File: config.mk
export PLATFORM = sky130hd
export DESIGN_NAME = chunked_adder_sequencer
export DESIGN_NICKNAME = d
export VERILOG_FILES = /design/src/rtl/chunked_adder_sequencer.sv
export SDC_FILE = /design/constraint.sdc
export NUM_CORES = 1
export LEC_CHECK = 0
export ABC_AREA = 1
export BUFFER_PORTS_ARGS = -buffer_cell sky130_fd_sc_hd__clkbuf_2
export CELL_PAD_IN_SITES_DETAIL_PLACEMENT = 1
export CELL_PAD_IN_SITES_GLOBAL_PLACEMENT = 1
export CORE_ASPECT_RATIO = 1.4
export CORE_MARGIN = 2
export CORE_UTILIZATION = 38
export CTS_CLUSTER_SIZE = 16
export DETAILED_ROUTE_END_ITERATION = 8
export PLACE_DENSITY = 0.86
export REMOVE_ABC_BUFFERS = 1
export SYNTH_ARGS = -nofsm -noshare
export SYNTH_HDL_FRONTEND = slang
export SYNTH_SLANG_ARGS = --single-unit
export TNS_END_PERCENT = 100
File: constraint.sdc
create_clock -name clk -period 3.45 [get_ports clk]
set_clock_uncertainty 0.1 [all_clocks]
set_input_delay 0.1725 -clock clk [delete_from_list [all_inputs] [get_ports clk]]
set_output_delay 0.1725 -clock clk [all_outputs]
set_load 0.05 [all_outputs]
File: src/rtl/chunked_adder_sequencer.sv
// Multi-cycle WIDTH-bit adder: one CHUNK-bit ripple slice per cycle, LSB chunk first.
// Optional feature macro: SUBTRACT_EN adds a sub port (a - b via ~b plus carry-in 1).
module chunked_adder_sequencer #(
    parameter int WIDTH = 32,
    parameter int CHUNK = 8
) (
    input  logic             clk,
    input  logic             rst,
    input  logic             in_valid,
    output logic             in_ready,
    input  logic [WIDTH-1:0] a,
    input  logic [WIDTH-1:0] b,
`ifdef SUBTRACT_EN
    input  logic             sub,
`endif
    output logic             out_valid,
    input  logic             out_ready,
    output logic [WIDTH:0]   o_sum,
    output logic             o_busy,
    output logic [1:0]       state_dbg
);
    // Handshakes: a transfer happens on a rising edge where valid && ready are
    // both high; valid never depends on ready, and ready/valid here come only
    // from the state register.

    localparam int NCHUNK = WIDTH / CHUNK;
    localparam int IDX_W  = (NCHUNK > 1) ? $clog2(NCHUNK) : 1;
    localparam logic [IDX_W-1:0] LAST_IDX = IDX_W'(NCHUNK - 1);

    typedef enum logic [1:0] {
        IDLE = 2'd0,
        RUN  = 2'd1,
        DONE = 2'd2
    } state_t;

    state_t           state;
    logic [WIDTH-1:0] op_a;
    logic [WIDTH-1:0] op_b;
    logic             carry;
    logic [IDX_W-1:0] idx;
    logic [CHUNK:0]   slice_sum;
    logic [CHUNK-1:0] slice_a;
    logic [CHUNK-1:0] slice_b;

    always_comb begin
        slice_a   = op_a[int'(idx)*CHUNK +: CHUNK];
        slice_b   = op_b[int'(idx)*CHUNK +: CHUNK];
        slice_sum = {1'b0, slice_a} + {1'b0, slice_b} + {{CHUNK{1'b0}}, carry};
    end

    assign in_ready  = (state == IDLE);
    assign out_valid = (state == DONE);
    assign o_busy    = (state == RUN) || (state == DONE);
    assign state_dbg = state;

    always_ff @(posedge clk) begin
        if (rst) begin
            state <= IDLE;
            op_a  <= '0;
            op_b  <= '0;
            carry <= 1'b0;
            idx   <= '0;
            o_sum <= '0;
        end else begin
            case (state)
                IDLE: begin
                    if (in_valid) begin
                        op_a  <= a;
                        idx   <= '0;
                        state <= RUN;
`ifdef SUBTRACT_EN
                        op_b  <= sub ? ~b : b;
                        carry <= sub;
`else
                        op_b  <= b;
                        carry <= 1'b0;
`endif
                    end
                end
                RUN: begin
                    o_sum[int'(idx)*CHUNK +: CHUNK] <= slice_sum[CHUNK-1:0];
                    carry <= slice_sum[CHUNK];
                    // The counter stops at the last chunk; only acceptance or reset rewinds it.
                    if (idx == LAST_IDX) begin
                        o_sum[WIDTH] <= slice_sum[CHUNK];
                        state        <= DONE;
                    end else begin
                        idx <= idx + 1'b1;
                    end
                end
                DONE: begin
                    if (out_ready) state <= IDLE;
                end
                default: state <= IDLE;
            endcase
        end
    end
endmodule
* After elaboration in Yosys (flattened, before gate mapping) *
Index checks and enable logic that the tools add are counted.

storage, ports and cells
  input bits = 68
  output and inout port bits = 38
  word-level logic and storage cells = 39
  register bits = 102

operators by class
  add/sub/neg operators = 4
  equal/unequal tests = 7
  mux-type cells = 11
  reduce and logical (&&, ||, !) cells = 7
  shifts and indexed selects = 4

operators with widths
  operator                   number
  $shiftx A32 B6 Y8          2
  $bwmux W33                 1
  $neg A5 Y33                1
  $shift A8 B33 Y33 const A  1
  $shiftx A8 B33 Y33         1
  $mux W2                    5
  $add A8 B8 Y9              1
  $add A9 B1 Y9              1
  $pmux W2 S3                1
  $reduce_and A3 Y1          2
  $eq A2 B2 Y1 const B       2
  $ne A2 B1 Y1 const B       2
  $ne A2 B2 Y1 const B       2
  $pmux W2 S2                1
  $reduce_and A2 Y1          2
  $add A2 B1 Y2 const B      1
  $eq A2 B1 Y1 const B       1
  $logic_not A2 Y1           1
  $mux W1                    2
  $pmux W1 S2                1
  $reduce_bool A2 Y1         1
  $logic_or A1 B1 Y1         1

* Longest topological paths before layout *
Gate-level depths: netlist of the first run.

  depth in word-level cells = 6
  depth in mapped cells = 16
  mapped depth without buffers = 13

* Worst setup path after synthesis of the first run *
No wires, ideal clock.

  path kind = register to register
  from = reg idx[0]
  to = reg o_sum[22]
  path buffers = 3
  path slack = 0.791 ns
  period minus slack after synthesis = 2.659 ns
  cell stages (with the launch flop) = 17
  arrival = 2.425 ns
  library setup time = 0.134 ns
  required time = 3.216 ns
  cell sequence = dfxtp_1 -> buf_6 -> inv_2 -> buf_2 -> buf_2 -> o21ai_0 -> o22ai_1 -> fa_1 -> fa_1 -> nand2_1 -> nand2_1 -> nand3b_1 -> nand2_1 -> nand2_1 -> nand2_1 -> nand3_1 -> a21oi_1

on the way
  word-level cells in the longest chain between the ends = 5

ends and longest elaborated chain
  what                                         RTL line  text
  start, declared                              40        logic [IDX_W-1:0] idx;
  start signal, assigned                       88        idx <= idx + 1'b1;
  $shiftx A32 B6 Y8, on equally long branches  46, 47
  $add A8 B8 Y9                                48        slice_sum = {1'b0, slice_a} + {1'b0, slice_b} + {{CHUNK{1'b0}}, carry};
  $add A9 B1 Y9                                48
  $shiftx A8 B33 Y33                           81        o_sum[int'(idx)*CHUNK +: CHUNK] <= slice_sum[CHUNK-1:0];
  $bwmux W33 *                                 81
  end signal, assigned by index                81
  end signal, assigned by index                85        o_sum[WIDTH] <= slice_sum[CHUNK];
  end, declared                                18        output logic [WIDTH:0] o_sum,

Every way passes the cells marked *; elsewhere a longest branch is shown, timed or not.
A chain may end at the register's enable or synchronous reset.

* Final worst setup path of the first run *
Ends and elaborated chain as after synthesis.

==> impl_metrics.tcl, run 1 <==
set metrics [dict create \
    antenna_found_initial 1 \
    synth_cell_type_count 34 \
    rsz0062_at_grt "false" \
    global_route_wire_length_before_repair_um 23300 \
    die_h_um 135 \
    placement_rows 47 \
    hold_path.class "in2reg" \
    critPathLaunchType "flop" \
    layout.cells.most_common "sky130_fd_sc_hd__nor2_1" \
    h-tree-depth 3 \
    synth_seq_cells 102 \
    design.die.area_um2 13200 \
    synth_flop_cell "sky130_fd_sc_hd__dfxtp_1" \
    clock_path_buffers 2 \
    hpwl_um 10000 \
    p_per_area_nw_per_um2 864 \
    synth_edf_count 0 \
    clk-insertion-delay-late_ns 0.35 \
    critical_path.max_stage_delay_ns 0.49 \
    drt_pre_antenna_iters 4 \
    number_of_buffers_inserted_during_clock_tree_synthesis 9 \
    cp_common_cell "sky130_fd_sc_hd__nand2_1" \
    layout.cells.non_filler 905 \
    placement.cell_area_um2 5210 \
    largest_cells_by_area_after_synthesis "sky130_fd_sc_hd__dfxtp_1 44%, sky130_fd_sc_hd__nor2_1 14%, sky130_fd_sc_hd__o21ai_0 10%" \
    clock_tree.root_cell "sky130_fd_sc_hd__clkbuf_16" \
    status "complete, but fails checks" \
    final_max_slew_viol_count 0 \
    placed_cells 851 \
    postRouteWirelength_um 14300 \
    total_of_endpoints_with_negative_setup_slack_in_the_final_report 0 \
    antenna_left 0 \
    worst_path_max_delay_cell "sky130_fd_sc_hd__dfxtp_2" \
    timing.hold.worst_path_depth 3 \
    power.ir.vdd_worst_mv 0.382 \
    multi_input_area_um2 2320 \
    floorplan.initialDensity 0.392 \
    grt.total_usage 0.219 \
    worst_pin_slew_ns 1.04 \
    number_of_instances_in_the_synthesized_netlist 631 \
    layout_common_cells "174 x sky130_fd_sc_hd__nor2_1, 105 x sky130_fd_sc_hd__clkbuf_2, 101 x sky130_fd_sc_hd__dfxtp_1" \
    crit_path_cell_trace "inv_2 -> o21ai_0 -> o22ai_1 -> fa_1 -> fa_1 -> nand2_1 -> nand2_1 -> nand3b_1 -> nand2_1 -> nand2_1 -> nand2_1 -> nand3_1 -> a21oi_1" \
    clock.fmax_ghz 0.343 \
    failed_checks "negative hold slack" \
    place.gp.congestion 0.901 \
    port_buffers 105 \
    drc 0 \
    syn_avg_cell_area_um2 7.38 \
    dr_total_vias 4640 \
    nets 839 \
    detail_route.vias_per_cell 5.13 \
    cap_violations 0 \
    total_power_mw 5.08 \
    seqCellArea_um2 2040 \
    final.period_utilization 0.846 \
    grt_start_max_net_pins 67 \
    layout.cell_area.non_filler_um2 5880 \
    power_leakage_nw 2.64 \
    crit_path_end_kind "flop" \
    io-pin-count 106 \
    post_synth_instance_area_um2 4660 \
    fin_worst_hold_slack_ns -0.00680 \
    ys.warnings.count 0 \
    synth_top_area_cell "sky130_fd_sc_hd__dfxtp_1" \
    drive_above_1_share 0.188 \
    critical_path_arrival_ns 3.02 \
    initialDrtViolationCount 191 \
    seq_area_frac_synth 0.438 \
    critPathKind "reg2reg" \
    final.fill_count 1522 \
    r2r_cells 13 \
    grt_overflow 0 \
    cts.reportedPaths.clkPinSlew_ns 0.07 \
    clock_tree_from_tritoncts "yes" \
    worst-endpoint-required_ns 3.55 \
    clock_sink_count 102 \
    core_area_um2 11900 \
    synth-async-reset-ratio 0 \
    fin_crit_ns 2.92 \
    synthToLayoutAreaGrowth_pct 26.3 \
    die-width_um 97.6 \
    first_global_vias 4857 \
    max-slew-margin-rel 0.305 \
    hold_violations 2 \
    setup_total_negative_slack_ns 0 \
    netlist.area_leader.share 0.438 \
    worst-path-max-fanout 27 \
    routedWlPerCell_um 15.8 \
]
-- kinds of logic after synthesis --
kind of cell    after synthesis  synth area share
simple gates                285             0.258
compound gates              159             0.180
flops                       102             0.438
fa+ha+maj                    19            0.0543
xor+xnor                      3           0.00564
buf+inv                      63            0.0637
-- layout make-up --
class,count,area share
multi-input cells,466,0.395
flip-flops and latches,102,0.347
diodes,1,0.000425
repair buffers,148,0.160
clock inverters,4,0.00510
well taps,147,0.0313
inverters,25,0.0160
clock buffers,12,0.0453
-- state kept, by name (all words and copies together), names as in the netlist --
register	count
op_b	32
op_a	32
o_sum	33
carry	1
state_dbg	2
idx	2
-- Yosys cell counts, types with 2 or more instances --
| cell | instances |
|---|---|
| sky130_fd_sc_hd__clkbuf_1 | 22 |
| sky130_fd_sc_hd__buf_6 | 3 |
| sky130_fd_sc_hd__nand2_1 | 77 |
| sky130_fd_sc_hd__nor2_1 | 174 |
| sky130_fd_sc_hd__dfxtp_1 | 102 |
| sky130_fd_sc_hd__fa_1 | 2 |
| sky130_fd_sc_hd__clkbuf_8 | 2 |
| sky130_fd_sc_hd__nand4_1 | 11 |
| sky130_fd_sc_hd__a22oi_1 | 4 |
| sky130_fd_sc_hd__nand3_1 | 11 |
| sky130_fd_sc_hd__nand3b_1 | 2 |
| sky130_fd_sc_hd__nand2_2 | 2 |
| sky130_fd_sc_hd__o21ai_0 | 93 |
| sky130_fd_sc_hd__inv_2 | 3 |
| sky130_fd_sc_hd__nor2_8 | 2 |
| sky130_fd_sc_hd__nand2_4 | 2 |
| sky130_fd_sc_hd__xnor2_1 | 2 |
| sky130_fd_sc_hd__o22ai_1 | 16 |
| sky130_fd_sc_hd__a21oi_1 | 34 |
| sky130_fd_sc_hd__buf_4 | 2 |
| sky130_fd_sc_hd__buf_2 | 8 |
| sky130_fd_sc_hd__ha_1 | 17 |
| sky130_fd_sc_hd__inv_1 | 22 |
| sky130_fd_sc_hd__o21ai_1 | 8 |
-- power by group --
part	internal (mW)	total, mW	switching [mW]	leakage (nW)
registers	1.43	1.59	0.162	0.838
logic	0.767	2.49	1.72	1.66
clock network	0.550	0.997	0.447	0.145
-- final timing paths --
path              startpoint         to  slack (ns)
hold / removal          a[5]    op_a[5]      -0.007
setup reg to reg      idx[0]  o_sum[22]        0.53
setup / recovery      idx[0]  o_sum[22]        0.53
hold reg to reg     o_sum[7]   o_sum[7]        0.37
-- critical path: cells and delay by family (launching register included) --
family,cells,cell delay [ns]
adders and majority gates,2,0.86
and+or+nand+nor,7,0.61
DFF,1,0.49
AOI/OAI and AO/OA,3,0.46
buffers and inverters,1,0.25
-- stage by stage --
step / util / worst slack (ns)
floorplan: - / -0.0109
global placement: 0.439 / 0.589
detailed placement: 0.439 / 0.370
CTS: 0.495 / 0.345
global route: 0.495 / 0.268
finish: 0.495 / 0.533
-- layer usage --
layer | wire [um] | track usage | vias to the layer above
met3 | 404 | 0.0243 | 25
li1 | - | - | 2316
met1 | 5680 | 0.236 | 2198
met5 | 0 | 0 | -
met4 | 432 | 0.119 | 0
met2 | 7810 | 0.416 | 101
-- timing repair --
action                                  CTS  global route
endpoints found under the setup margin    0             1
buffers inserted                          0             0
hold endpoints to repair                 37             0
hold buffers                             37             0
resized for setup                         0             1
(Power assumes the default switching activity.)
==> run 2: changes to the inputs <==
Settings changed: ABC_AREA 1 to 0, CORE_UTILIZATION 38 to 40, PLACE_DENSITY 0.86 to 0.87.
Clock period 3.45 ns to 2.7 ns, I/O delays scaled along.
==> run 2 against run 1 <==
The flow finishes with violations (negative setup slack). First-iteration DRC count is 18% higher. Combinational power is 57% lower. Sequential share of layout area is 3.5 points lower. Final area is 11% higher. Die area is 8.6% lower. Largest cell class unchanged.
==> impl_metrics.tcl, run 2 <==
set metrics [dict create \
    clock_tree.root_cell "sky130_fd_sc_hd__clkbuf_16" \
    timing.final.ws_setup_ns -0.457 \
    number_of_buffers_inserted_during_clock_tree_synthesis 9 \
    floorplan.initialDensity 0.411 \
    hold_path.class "in2reg" \
    timing.hold.worst_path_depth 5 \
    timing.critical_path.from "idx[0]" \
    drt_pre_antenna_iters 4 \
    cts.reportedPaths.clkPinSlew_ns 0.08 \
    worst_pin_slew_ns 0.915 \
    synthMostInstantiatedCell "sky130_fd_sc_hd__nand2_1" \
    grt_overflow 0 \
    routedWlPerCell_um 22.3 \
    seqCellArea_um2 2050 \
    ys_top_cells_by_count "145 x sky130_fd_sc_hd__nand2_1, 102 x sky130_fd_sc_hd__dfxtp_1, 78 x sky130_fd_sc_hd__a21oi_1" \
    placement_rows 45 \
    design.die.area_um2 12000 \
    cp_common_cell "sky130_fd_sc_hd__buf_12" \
    antenna_found_initial 0 \
    io-pin-count 106 \
    reg.largest.list "o_sum x33, op_a x32, op_b x32" \
    crit_path_cell_trace "buf_4 -> buf_12 -> buf_12 -> mux4_2 -> ha_4 -> buf_6 -> o211ai_1 -> o21bai_2 -> mux2i_2 -> nor2_1 -> o31ai_1" \
    synth_top_area_cell "sky130_fd_sc_hd__dfxtp_1" \
    synth_seq_cells 102 \
    layout.cells.most_common "sky130_fd_sc_hd__nand2_1" \
    place.gp.congestion 0.863 \
    global_route_wire_length_before_repair_um 26600 \
    flip_flop_count_of_the_largest_register_after_layout 33 \
    port_buffers 105 \
    clock_sink_count 102 \
    total_power_mw 4.29 \
    post_synth_instance_area_um2 4470 \
    start_point_of_the_worst_min_delay_path "out_ready" \
    synth-async-reset-ratio 0 \
    synthToLayoutAreaGrowth_pct 46.4 \
    cap_violations 0 \
    worst_r2r_endpoint "o_sum[7]" \
    nets 770 \
    registers.top_by_ff_count "o_sum" \
    clk-insertion-delay-late_ns 0.37 \
    syn_avg_cell_area_um2 8.92 \
    failed_checks "negative setup slack" \
    initialDrtViolationCount 225 \
    critical_path.top_delay_family "multiplexers" \
    max-slew-margin-rel 0.390 \
    clock.fmax_ghz 0.317 \
    final_max_slew_viol_count 0 \
    p_per_area_nw_per_um2 655 \
    seq_area_frac_synth 0.457 \
    fin_crit_ns 3.16 \
    clock_path_buffers 2 \
    final.fill_count 1239 \
    setup_total_negative_slack_ns -3.81 \
    critPathKind "reg2reg" \
    crit_path_end_kind "flop" \
    insertedDiodeCount 0 \
    netlist.area_leader.share 0.457 \
    fin_worst_hold_slack_ns 0.172 \
    postRouteWirelength_um 18500 \
    status "complete, but fails checks" \
    layout_common_cells "144 x sky130_fd_sc_hd__nand2_1, 105 x sky130_fd_sc_hd__clkbuf_2, 101 x sky130_fd_sc_hd__dfxtp_1" \
    drive_above_1_share 0.289 \
    h-tree-depth 3 \
    detail_route.vias_per_cell 5.55 \
    path_depth 11 \
    grt.total_usage 0.293 \
    power_leakage_nw 2.76 \
    final.period_utilization 1.17 \
    grt_start_max_net_pins 52 \
    largest_cells_by_area_after_synthesis "sky130_fd_sc_hd__dfxtp_1 46%, sky130_fd_sc_hd__nand2_1 12%, sky130_fd_sc_hd__a21oi_1 8.7%" \
    drc 0 \
    dp_slack_ns -0.394 \
    number_of_instances_in_the_synthesized_netlist 501 \
    critPathLaunchType "flop" \
    worst-endpoint-required_ns 2.84 \
    dr_total_vias 4601 \
    clock_tree_from_tritoncts "yes" \
    hpwl_um 9670 \
    rsz0062_at_grt "true" \
    hold_violations 0 \
    worst_path_max_delay_cell "sky130_fd_sc_hd__mux4_2" \
    synth_cell_type_count 44 \
    die_h_um 129 \
    core_area_um2 10900 \
    r2r_cells 11 \
    critical_path_arrival_ns 3.29 \
    timing.critical_path.buf_inv 4 \
    first_global_vias 5021 \
    critical_path.max_stage_delay_ns 0.55 \
    power.ir.vdd_worst_mv 0.480 \
    worst-path-max-fanout 6 \
    synth_flop_cell "sky130_fd_sc_hd__dfxtp_1" \
    timing.rr.start "idx[0]" \
    total_of_endpoints_with_negative_setup_slack_in_the_final_report 22 \
    timing.reg2reg.setup_slack_ns -0.46 \
    synth_edf_count 0 \
    die-width_um 93.3 \
    antenna_left 0 \
    ys.warnings.count 0 \
    multi_input_area_um2 2450 \
    timing.hold.worst_endpoint "state_dbg[1]" \
]
## run 2: cells by family (layout without fill, tap and decap cells)
logic type / Yosys count / in the layout / share of synthesized area
and+or+nand+nor: 191 / 191 / 0.180
AOI/OAI and AO/OA: 128 / 128 / 0.176
DFF: 102 / 102 / 0.457
buffers and inverters: 38 / 225 / 0.0364
adders and majority gates: 19 / 19 / 0.0566
muxes: 18 / 18 / 0.0851
xor gates and xnor gates: 5 / 5 / 0.00980
## run 2: what timing repair did
| item | 4_1_cts | 5_1_grt |
|---|---|---|
| pin swaps | 10 | 12 |
| resized for setup | 10 | 31 |
| setup buffers | 4 | 10 |
| hold buffers | 64 | 0 |
| hold endpoints to repair | 64 | 0 |
| endpoints found under the setup margin | 18 | 26 |
## run 2: final cells by class
class | instances | area share
Multi-Input combinational cell | 361 | 0.375
Sequential cell | 102 | 0.313
Timing Repair Buffer | 203 | 0.229
Clock buffer | 11 | 0.0371
Tap cell | 141 | 0.0270
Clock inverter | 5 | 0.0163
Inverter | 6 | 0.00344
## run 2: per-layer routing
metal	up-vias	track usage	routed length, um
met5	-	0	0
met4	0	0.169	1160
met3	80	0.0529	794
met2	181	0.569	10200
met1	2240	0.283	6400
li1	2100	-	-
## run 2: worst min-delay path, stage by stage
cell                       delay (ns)
sky130_fd_sc_hd__clkbuf_2        0.08
sky130_fd_sc_hd__inv_1           0.04
sky130_fd_sc_hd__a21oi_1         0.09
sky130_fd_sc_hd__a21oi_1         0.16
sky130_fd_sc_hd__a211oi_1        0.06
## run 2: per-stage QoR
stage | util | instances | instance area, um^2
finish | 0.602 | 829 | 6540
global route | 0.602 | 829 | 6540
CTS | 0.581 | 822 | 6310
detailed placement | 0.481 | 738 | 5230
global placement | 0.481 | 738 | 5230
floorplan | - | 469 | 4330
## run 2: power by group
group | internal (mW) | leakage (nW) | switching (mW)
Clock | 0.935 | 0.166 | 0.613
Sequential | 1.60 | 0.833 | 0.0756
Combinational | 0.447 | 1.76 | 0.619
Total | 2.98 | 2.76 | 1.31
## run 2: how the worst max path moves through the flow
stage	slack [ns]	end
after floorplan	-1.04	o_sum[32]
after global placement	-0.33	o_sum[32]
after detailed placement	-0.39	o_sum[32]
after CTS	-0.17	o_sum[32]
after global routing	-0.55	o_sum[7]
final	-0.46	o_sum[7]
